## config.mk

```make
export PLATFORM = sky130hd
export DESIGN_NAME = calc4
export DESIGN_NICKNAME = d
export VERILOG_FILES = /design/src/rtl/calc4_defs.sv /design/src/rtl/addsub4.sv /design/src/rtl/calc4.sv /design/src/rtl/calc4_ctrl.sv
export SDC_FILE = /design/constraint.sdc
export NUM_CORES = 1
export LEC_CHECK = 0
export BUFFER_PORTS_ARGS = -buffer_cell sky130_fd_sc_hd__buf_4
export CAP_MARGIN = 20
export CORE_MARGIN = 1
export CORE_UTILIZATION = 45
export DETAILED_ROUTE_END_ITERATION = 16
export PLACE_DENSITY = 0.67
export SYNTH_ARGS = -nofsm -noshare
export SYNTH_HDL_FRONTEND = slang
export SYNTH_SLANG_ARGS = --single-unit
```

## constraint.sdc

```tcl
create_clock -name clk -period 2.4 [get_ports clk]
set_input_delay 0 -clock clk [delete_from_list [all_inputs] [get_ports clk]]
set_output_delay 0 -clock clk [all_outputs]
set_load 0.01 [all_outputs]
```

## src/rtl/calc4_defs.sv

```systemverilog
// Shared key codes, FSM state encoding and datapath width for the 4-bit calculator.
package calc4_defs;

    localparam int WIDTH = 4;

    typedef enum logic [2:0] {
        KEY_DIGIT = 3'd0,
        KEY_ADD   = 3'd1,
        KEY_SUB   = 3'd2,
        KEY_EQ    = 3'd3,
        KEY_CLR   = 3'd4
    } key_t;

    typedef enum logic [1:0] {
        S_A    = 2'd0,
        S_B    = 2'd1,
        S_CALC = 2'd2,
        S_RES  = 2'd3
    } state_t;

endpackage

```

## src/rtl/addsub4.sv

```systemverilog
// Combinational 4-bit adder/subtractor; wraps modulo 2^4, no carry/borrow out.
module addsub4 (
    input  logic [3:0] a,
    input  logic [3:0] b,
    input  logic       sel,
    output logic [3:0] y
);

    assign y = sel ? (a - b) : (a + b);

endmodule

```

## src/rtl/calc4.sv

```systemverilog
// Calculator top: key controller wired to the addsub4 arithmetic block.
module calc4
    import calc4_defs::*;
(
    input  logic             clk,
    input  logic             rst,
    input  logic             key_valid,
    output logic             key_ready,
    input  logic [2:0]       key_type,
    input  logic [WIDTH-1:0] key_data,
    output logic [WIDTH-1:0] disp,
    output logic             result_valid,
    output logic [1:0]       state
);

    logic [WIDTH-1:0] op_a, op_b, op_y;
    logic             op_sel;

    calc4_ctrl #(.WIDTH(WIDTH)) u_ctrl (
        .clk          (clk),
        .rst          (rst),
        .key_valid    (key_valid),
        .key_ready    (key_ready),
        .key_type     (key_type),
        .key_data     (key_data),
        .a            (op_a),
        .b            (op_b),
        .sel          (op_sel),
        .y            (op_y),
        .disp         (disp),
        .result_valid (result_valid),
        .state        (state)
    );

    addsub4 u_addsub (
        .a   (op_a),
        .b   (op_b),
        .sel (op_sel),
        .y   (op_y)
    );

endmodule

```

## src/rtl/calc4_ctrl.sv

```systemverilog
// Operand/operation controller feeding addsub4; latches its result into an accumulator.
//   state  | meaning
//   S_A    | entering operand A
//   S_B    | entering operand B
//   S_CALC | one-cycle compute, keys blocked
//   S_RES  | result shown, ready to chain
module calc4_ctrl
    import calc4_defs::*;
#(
    parameter int WIDTH = calc4_defs::WIDTH
) (
    input  logic             clk,
    input  logic             rst,
    input  logic             key_valid,
    output logic             key_ready,
    input  logic [2:0]       key_type,
    input  logic [WIDTH-1:0] key_data,
    output logic [WIDTH-1:0] a,
    output logic [WIDTH-1:0] b,
    output logic             sel,
    input  logic [WIDTH-1:0] y,
    output logic [WIDTH-1:0] disp,
    output logic             result_valid,
    output logic [1:0]       state
);

    state_t           state_q, state_d;
    logic [WIDTH-1:0] a_q, a_d;
    logic [WIDTH-1:0] b_q, b_d;
    logic [WIDTH-1:0] acc_q, acc_d;
    logic             sel_q, sel_d;
    logic             rv_q, rv_d;
    logic             key_acc;

    always_ff @(posedge clk) begin
        if (rst) begin
            state_q <= S_A;
            a_q     <= '0;
            b_q     <= '0;
            acc_q   <= '0;
            sel_q   <= 1'b0;
            rv_q    <= 1'b0;
        end else begin
            state_q <= state_d;
            a_q     <= a_d;
            b_q     <= b_d;
            acc_q   <= acc_d;
            sel_q   <= sel_d;
            rv_q    <= rv_d;
        end
    end

    assign key_acc = key_valid && key_ready;

    always_comb begin
        state_d = state_q;
        a_d     = a_q;
        b_d     = b_q;
        acc_d   = acc_q;
        sel_d   = sel_q;
        rv_d    = 1'b0;
        if (state_q == S_CALC) begin
            // Result becomes the next A so a following operator chains from it.
            acc_d   = y;
            a_d     = y;
            rv_d    = 1'b1;
            state_d = S_RES;
        end else if (key_acc) begin
            case (key_type)
                KEY_CLR: begin
                    state_d = S_A;
                    a_d     = '0;
                    b_d     = '0;
                    acc_d   = '0;
                    sel_d   = 1'b0;
                end
                KEY_DIGIT: begin
                    if (state_q == S_B) begin
                        b_d = key_data;
                    end else begin
                        a_d     = key_data;
                        state_d = S_A;
                    end
                end
                KEY_ADD, KEY_SUB: begin
                    sel_d = (key_type == KEY_SUB);
                    if (state_q != S_B) b_d = '0;
                    state_d = S_B;
                end
                KEY_EQ: begin
                    if (state_q == S_B || state_q == S_RES) state_d = S_CALC;
                end
                default: ;
            endcase
        end
    end

    always_comb begin
        key_ready = (state_q != S_CALC);
        case (state_q)
            S_B:     disp = b_q;
            S_RES:   disp = acc_q;
            default: disp = a_q;
        endcase
    end

    assign a            = a_q;
    assign b            = b_q;
    assign sel          = sel_q;
    assign result_valid = rv_q;
    assign state        = state_q;

endmodule

```

Word level (Yosys, flattened, before mapping) --
Index checks and enable logic that the tools add are counted.
Word-level totals: register bits 16, word-level logic and storage cells 56
Operators by class: $add $sub $neg 2, eq/ne operators 13, muxes and demuxes 19, bitwise gates (word level) 1, reductions and logical operators 15
Operators by type and width (count):
- $mux W4 | 9
- $pmux W4 S2 | 2
- $pmux W4 S3 | 1
- $mux W2 | 4
- $pmux W2 S4 | 1
- $eq A3 B2 Y1 const B | 2
- $ne A2 B1 Y1 const B | 3
- $reduce_and A3 Y1 | 2
- $reduce_bool A2 Y1 | 3
- $reduce_bool A3 Y1 | 2
- $reduce_and A5 Y1 | 1
- $reduce_bool A5 Y1 | 1
- $add A4 B4 Y4 | 1
- $eq A2 B2 Y1 const B | 2
- $reduce_and A4 Y1 | 1
- $sub A4 B4 Y4 | 1
- $eq A3 B1 Y1 const B | 1
- $eq A3 B3 Y1 const B | 1
- $logic_not A3 Y1 | 1
- $ne A3 B1 Y1 const B | 1
- $ne A3 B2 Y1 const B | 1
- $eq A2 B1 Y1 const B | 1
- $ne A2 B2 Y1 const B | 1
- $pmux W1 S2 | 1
- 6 further kinds | 6

Depth between registers and ports, before layout --
word-level depth 6, mapped depth 10, gate-level depth less buffers 10

By module --
A second synthesis with hierarchy kept.
Second synthesis, totals: cell total of the unflattened synthesis 140, area total of the unflattened synthesis 1122.3 µm²
Modules (own cells, without submodules):
- calc4_ctrl | times used 1, cells each 116, area each 937.1 µm²
- addsub4 | times used 1, cells each 24, area each 185.2 µm²

Worst setup path after synthesis --
OpenSTA, ideal clock, no wires.
path kind reg-to-reg, start point register u_ctrl.b_q[0], in the netlist u_ctrl.b[0], end point register u_ctrl.a_q[3], in the netlist u_ctrl.a[3], data arrival time 1.691 ns, setup slack 0.575 ns, cell stages (with the launch flop) 9, buffers on the path 0, period minus slack after synthesis 1.825 ns, path through dfxtp_1 > inv_1 > ha_1 > mux2i_1 > ha_1 > a21o_1 > a21oi_1 > xnor2_1 > o22ai_1
On the way: word-level cells in the longest chain between the ends 3, elaborated cells on any way between the ends 4
Ends and longest elaborated chain:
- from (decl) | RTL line calc4_ctrl.sv:29 | logic [WIDTH-1:0] b_q, b_d;
- from (signal assigned) | RTL line calc4_ctrl.sv:39 | b_q <= '0;
- from (signal assigned) | RTL line calc4_ctrl.sv:46 | b_q <= b_d;
- $add A4 B4 Y4 or $sub A4 B4 Y4 (tied branches) | RTL line addsub4.sv:9 | assign y = sel ? (a - b) : (a + b);
- $mux W4 * | RTL line addsub4.sv:9
- $mux W4 * | RTL line calc4_ctrl.sv:62 | if (state_q == S_CALC) begin
- to (signal assigned) | RTL line calc4_ctrl.sv:38 | a_q <= '0;
- to (signal assigned) | RTL line calc4_ctrl.sv:45 | a_q <= a_d;
- to (decl) | RTL line calc4_ctrl.sv:28 | logic [WIDTH-1:0] a_q, a_d;
Every way passes the cells marked *; elsewhere a longest branch is shown, timed or not. A chain may end at the register's enable or synchronous reset.

Final worst setup path --
Ends and elaborated chain as after synthesis.

==> results.json <==
{
  "post_cts_resized": 0,
  "num_rows": 16,
  "synth_area_leader_cell": "dfxtp_1",
  "min_period_ps": 1960,
  "worstMarginPinSlew_ps": 715,
  "viasPerCell": 5.63,
  "critPathKind": "flip-flop to flip-flop",
  "power_density_nw_per_um2": 463,
  "syn_area_um2": 1010,
  "yosysSeqAreaShare_pct": 31.8,
  "clockPowerShare_pct": 33.8,
  "first_global_vias": 842,
  "max-slew-margin-rel_pct": 51.9,
  "yosys_warnings": 0,
  "synth_area_leaders": "dfxtp_1 (32%), mux2i_1 (8.0%), a21oi_1 (6.0%)",
  "critical-path-max-stage-delay_ps": 370,
  "async_reset_ff_share_pct": 0,
  "io_pins": 18,
  "synthMuxAreaShare_pct": 7.96,
  "wirelength_mm": 2.26,
  "finalHoldViolations": 0,
  "port_buffers": 17,
  "status": "finished, final reports clean",
  "critPathSlowestCell": "dfxtp_1",
  "clk_latency_ps": 300,
  "drtIter0Drc": 13,
  "crit_chain": "inv_1, ha_1, mux2i_1, ha_1, a21o_1, a21oi_1, xnor2_1, o22ai_1",
  "yosysUniqueCellTypes": 34,
  "root_buffer": "clkbuf_4",
  "grt_max_degree": 21,
  "htree_levels": 1,
  "drc": 0,
  "syn_nets": 137,
  "leakage_nw": 0.467,
  "cts.sinks": 16,
  "wl_per_cell_um": 13.5,
  "fin_util_pct": 59.8,
  "hold_slack_ps": 16.3,
  "antenna_found_initial": 0,
  "synth-xor-area-share_pct": 6.09,
  "p_switching_uw": 152,
  "detailed_place_hpwl_mm": 1.58,
  "swShare_pct": 27.1,
  "start_kind": "flip-flop",
  "die_h_um": 49.3,
  "synth_most_common_cell": "dfxtp_1",
  "setup_viol_count_final": 0,
  "synth_top_family_by_area": "compound AO/OA/AOI/OAI gates",
  "rr_startpoint": "u_ctrl.b[0]$_SDFFE_PP0P_",
  "synth_ff_type": "dfxtp_1",
  "setup_tns_ps": 0,
  "fmaxAchievable_mhz": 510,
  "grt_pass1_wl_mm": 3.86,
  "p_int_uw": 408,
  "pwr-share-comb_pct": 16.7,
  "syn2layout_area_growth_pct": 20.3,
  "hold_path.class": "primary input to flip-flop",
  "finalMaxSlewViolations": 0,
  "die_area_um2": 2430,
  "ir_drop_uv": 244,
  "synth_edf_count": 0,
  "cts_buffers": 3,
  "worstSetupStartpoint": "u_ctrl.b[0]$_SDFFE_PP0P_",
  "fin_crit_sh_pct": 81.7,
  "seqPwrFrac_pct": 49.5,
  "via_count": 941,
  "place_congestion": 0.871,
  "synthCells": 122,
  "start_util_pct": 49.8,
  "grt_usage_pct": 21.5,
  "drive_gt1_share_pct": 18.6,
  "min_from": "rst",
  "syn_avg_cell_area_um2": 8.25,
  "tritoncts": "done",
  "insertedDiodeCount": 0,
  "synthAdderAreaFrac_pct": 8.08,
  "end_kind": "flip-flop",
  "ys_top_cells_by_count": "dfxtp_1 (16), nor2_1 (15), a21oi_1 (12), nand2_1 (9), mux2i_1 (8)",
  "nNetsFinal": 156,
  "grt-ovfl-total": 0,
  "antenna_left": 0,
  "ctsLongestPathBuffers": 2,
  "ys_seq_elements": 16,
  "drv_cap": 0,
  "clk_pin_slew_ps": 100,
  "die_w_um": 49.3,
  "crit_fanout": 3,
  "fillerInstances": 199,
  "crit_top_cell": "ha_1",
  "firstDrtPassIters": 4,
  "core_region_area_um2": 2020,
  "rsz0062_at_grt": "false",
  "arrival_ps": 2150,
  "required_ps": 2590,
  "yosysTopAreaCellShare_pct": 31.8,
  "clock_skew_ps": 1.94,
  "yosys.area_share.simple_pct": 13.4,
  "synth-compound-area-share_pct": 24.9,
  "post_cts_buffers": 0
}
-- cell usage in the layout, fill, tap and decap left out, drive strengths merged, types with 6 or more instances in the layout --
cell type  count
nor2          15
inv            9
buf           18
xnor2          6
mux2i          8
dfxtp         16
a21oi         12
nand2          9
-- state kept, by name, summed over array words and instances, names as in the netlist --
name,count
u_ctrl.sel,1
u_ctrl.state,2
u_ctrl.a,4
u_ctrl.b,4
u_ctrl.acc_q,4
u_ctrl.result_valid,1
-- stage by stage --
stage | std cells | area (µm²) | total power, mW | setup WS (ps)
2_1_floorplan | 122 | 1010 | 0.339 | 575
3_3_place_gp | 159 | 1130 | 0.371 | 499
3_5_place_dp | 159 | 1130 | 0.371 | 442
4_1_cts | 167 | 1210 | 0.562 | 427
5_1_grt | 167 | 1210 | 0.584 | 249
6_report | 167 | 1210 | 0.560 | 438
-- path summary, 6_finish.rpt --
| path | to | depth (start not counted) | slack, ps |
|---|---|---|---|
| worst max-delay path | u_ctrl.a[3]$_SDFFE_PP0P_ | 8 | 440 |
| worst min-delay path | u_ctrl.acc_q[1]$_SDFFE_PP0P_ | 2 | 20 |
| worst max register to register | u_ctrl.a[3]$_SDFFE_PP0P_ | 8 | 440 |
| worst min register to register | u_ctrl.acc_q[2]$_SDFFE_PP0P_ | 2 | 470 |
-- cell type report --
cell class	instances	area [µm²]	area share (%)
Inverter	9	36.3	3.00
Tap cell	27	33.8	2.79
Timing Repair Buffer	22	175	14.5
Sequential cell	16	320	26.5
Clock buffer	4	36.3	3.00
Multi-Input combinational cell	89	608	50.3
-- routing by layer --
metal	up-vias	GRT usage [%]	wire [µm]
met2	24	32.9	1000
met3	6	4.05	114
li1	475	-	-
met5	-	0	0
met1	436	28.2	1080
met4	0	11.8	68
-- worst max-delay path: cells and delay by family (launching register included) --
kind                       cells  cell delay, ps
AOI/OAI and AO/OA              3             440
xor gates and xnor gates       1             160
adders and majority gates      2             570
buffers and inverters          1              80
DFF                            1             370
muxes                          1             220
-- logic make-up after synthesis --
kind of cell	Yosys count
multiplexers	8
adder cells (fa/ha/maj)	6
XOR/XNOR	7
flip-flops	16
AND/OR/NAND/NOR	31
buffers and inverters	17
AO/OA/AOI/OAI	37
-- power groups by stage --
stage / Clock, mW / Combinational [mW] / Sequential, mW
floorplan: 0 / 0.0594 / 0.280
global placement: 0 / 0.0882 / 0.283
detailed placement: 0 / 0.0884 / 0.283
CTS: 0.191 / 0.0937 / 0.277
global route: 0.202 / 0.104 / 0.278
finish: 0.189 / 0.0937 / 0.277
-- what timing repair did --
| action | in CTS | in global routing |
|---|---|---|
| setup endpoints to repair | 0 | 0 |
| hold buffers | 4 | 0 |
| hold endpoints to repair | 4 | 0 |
(Power assumes the default switching activity.)
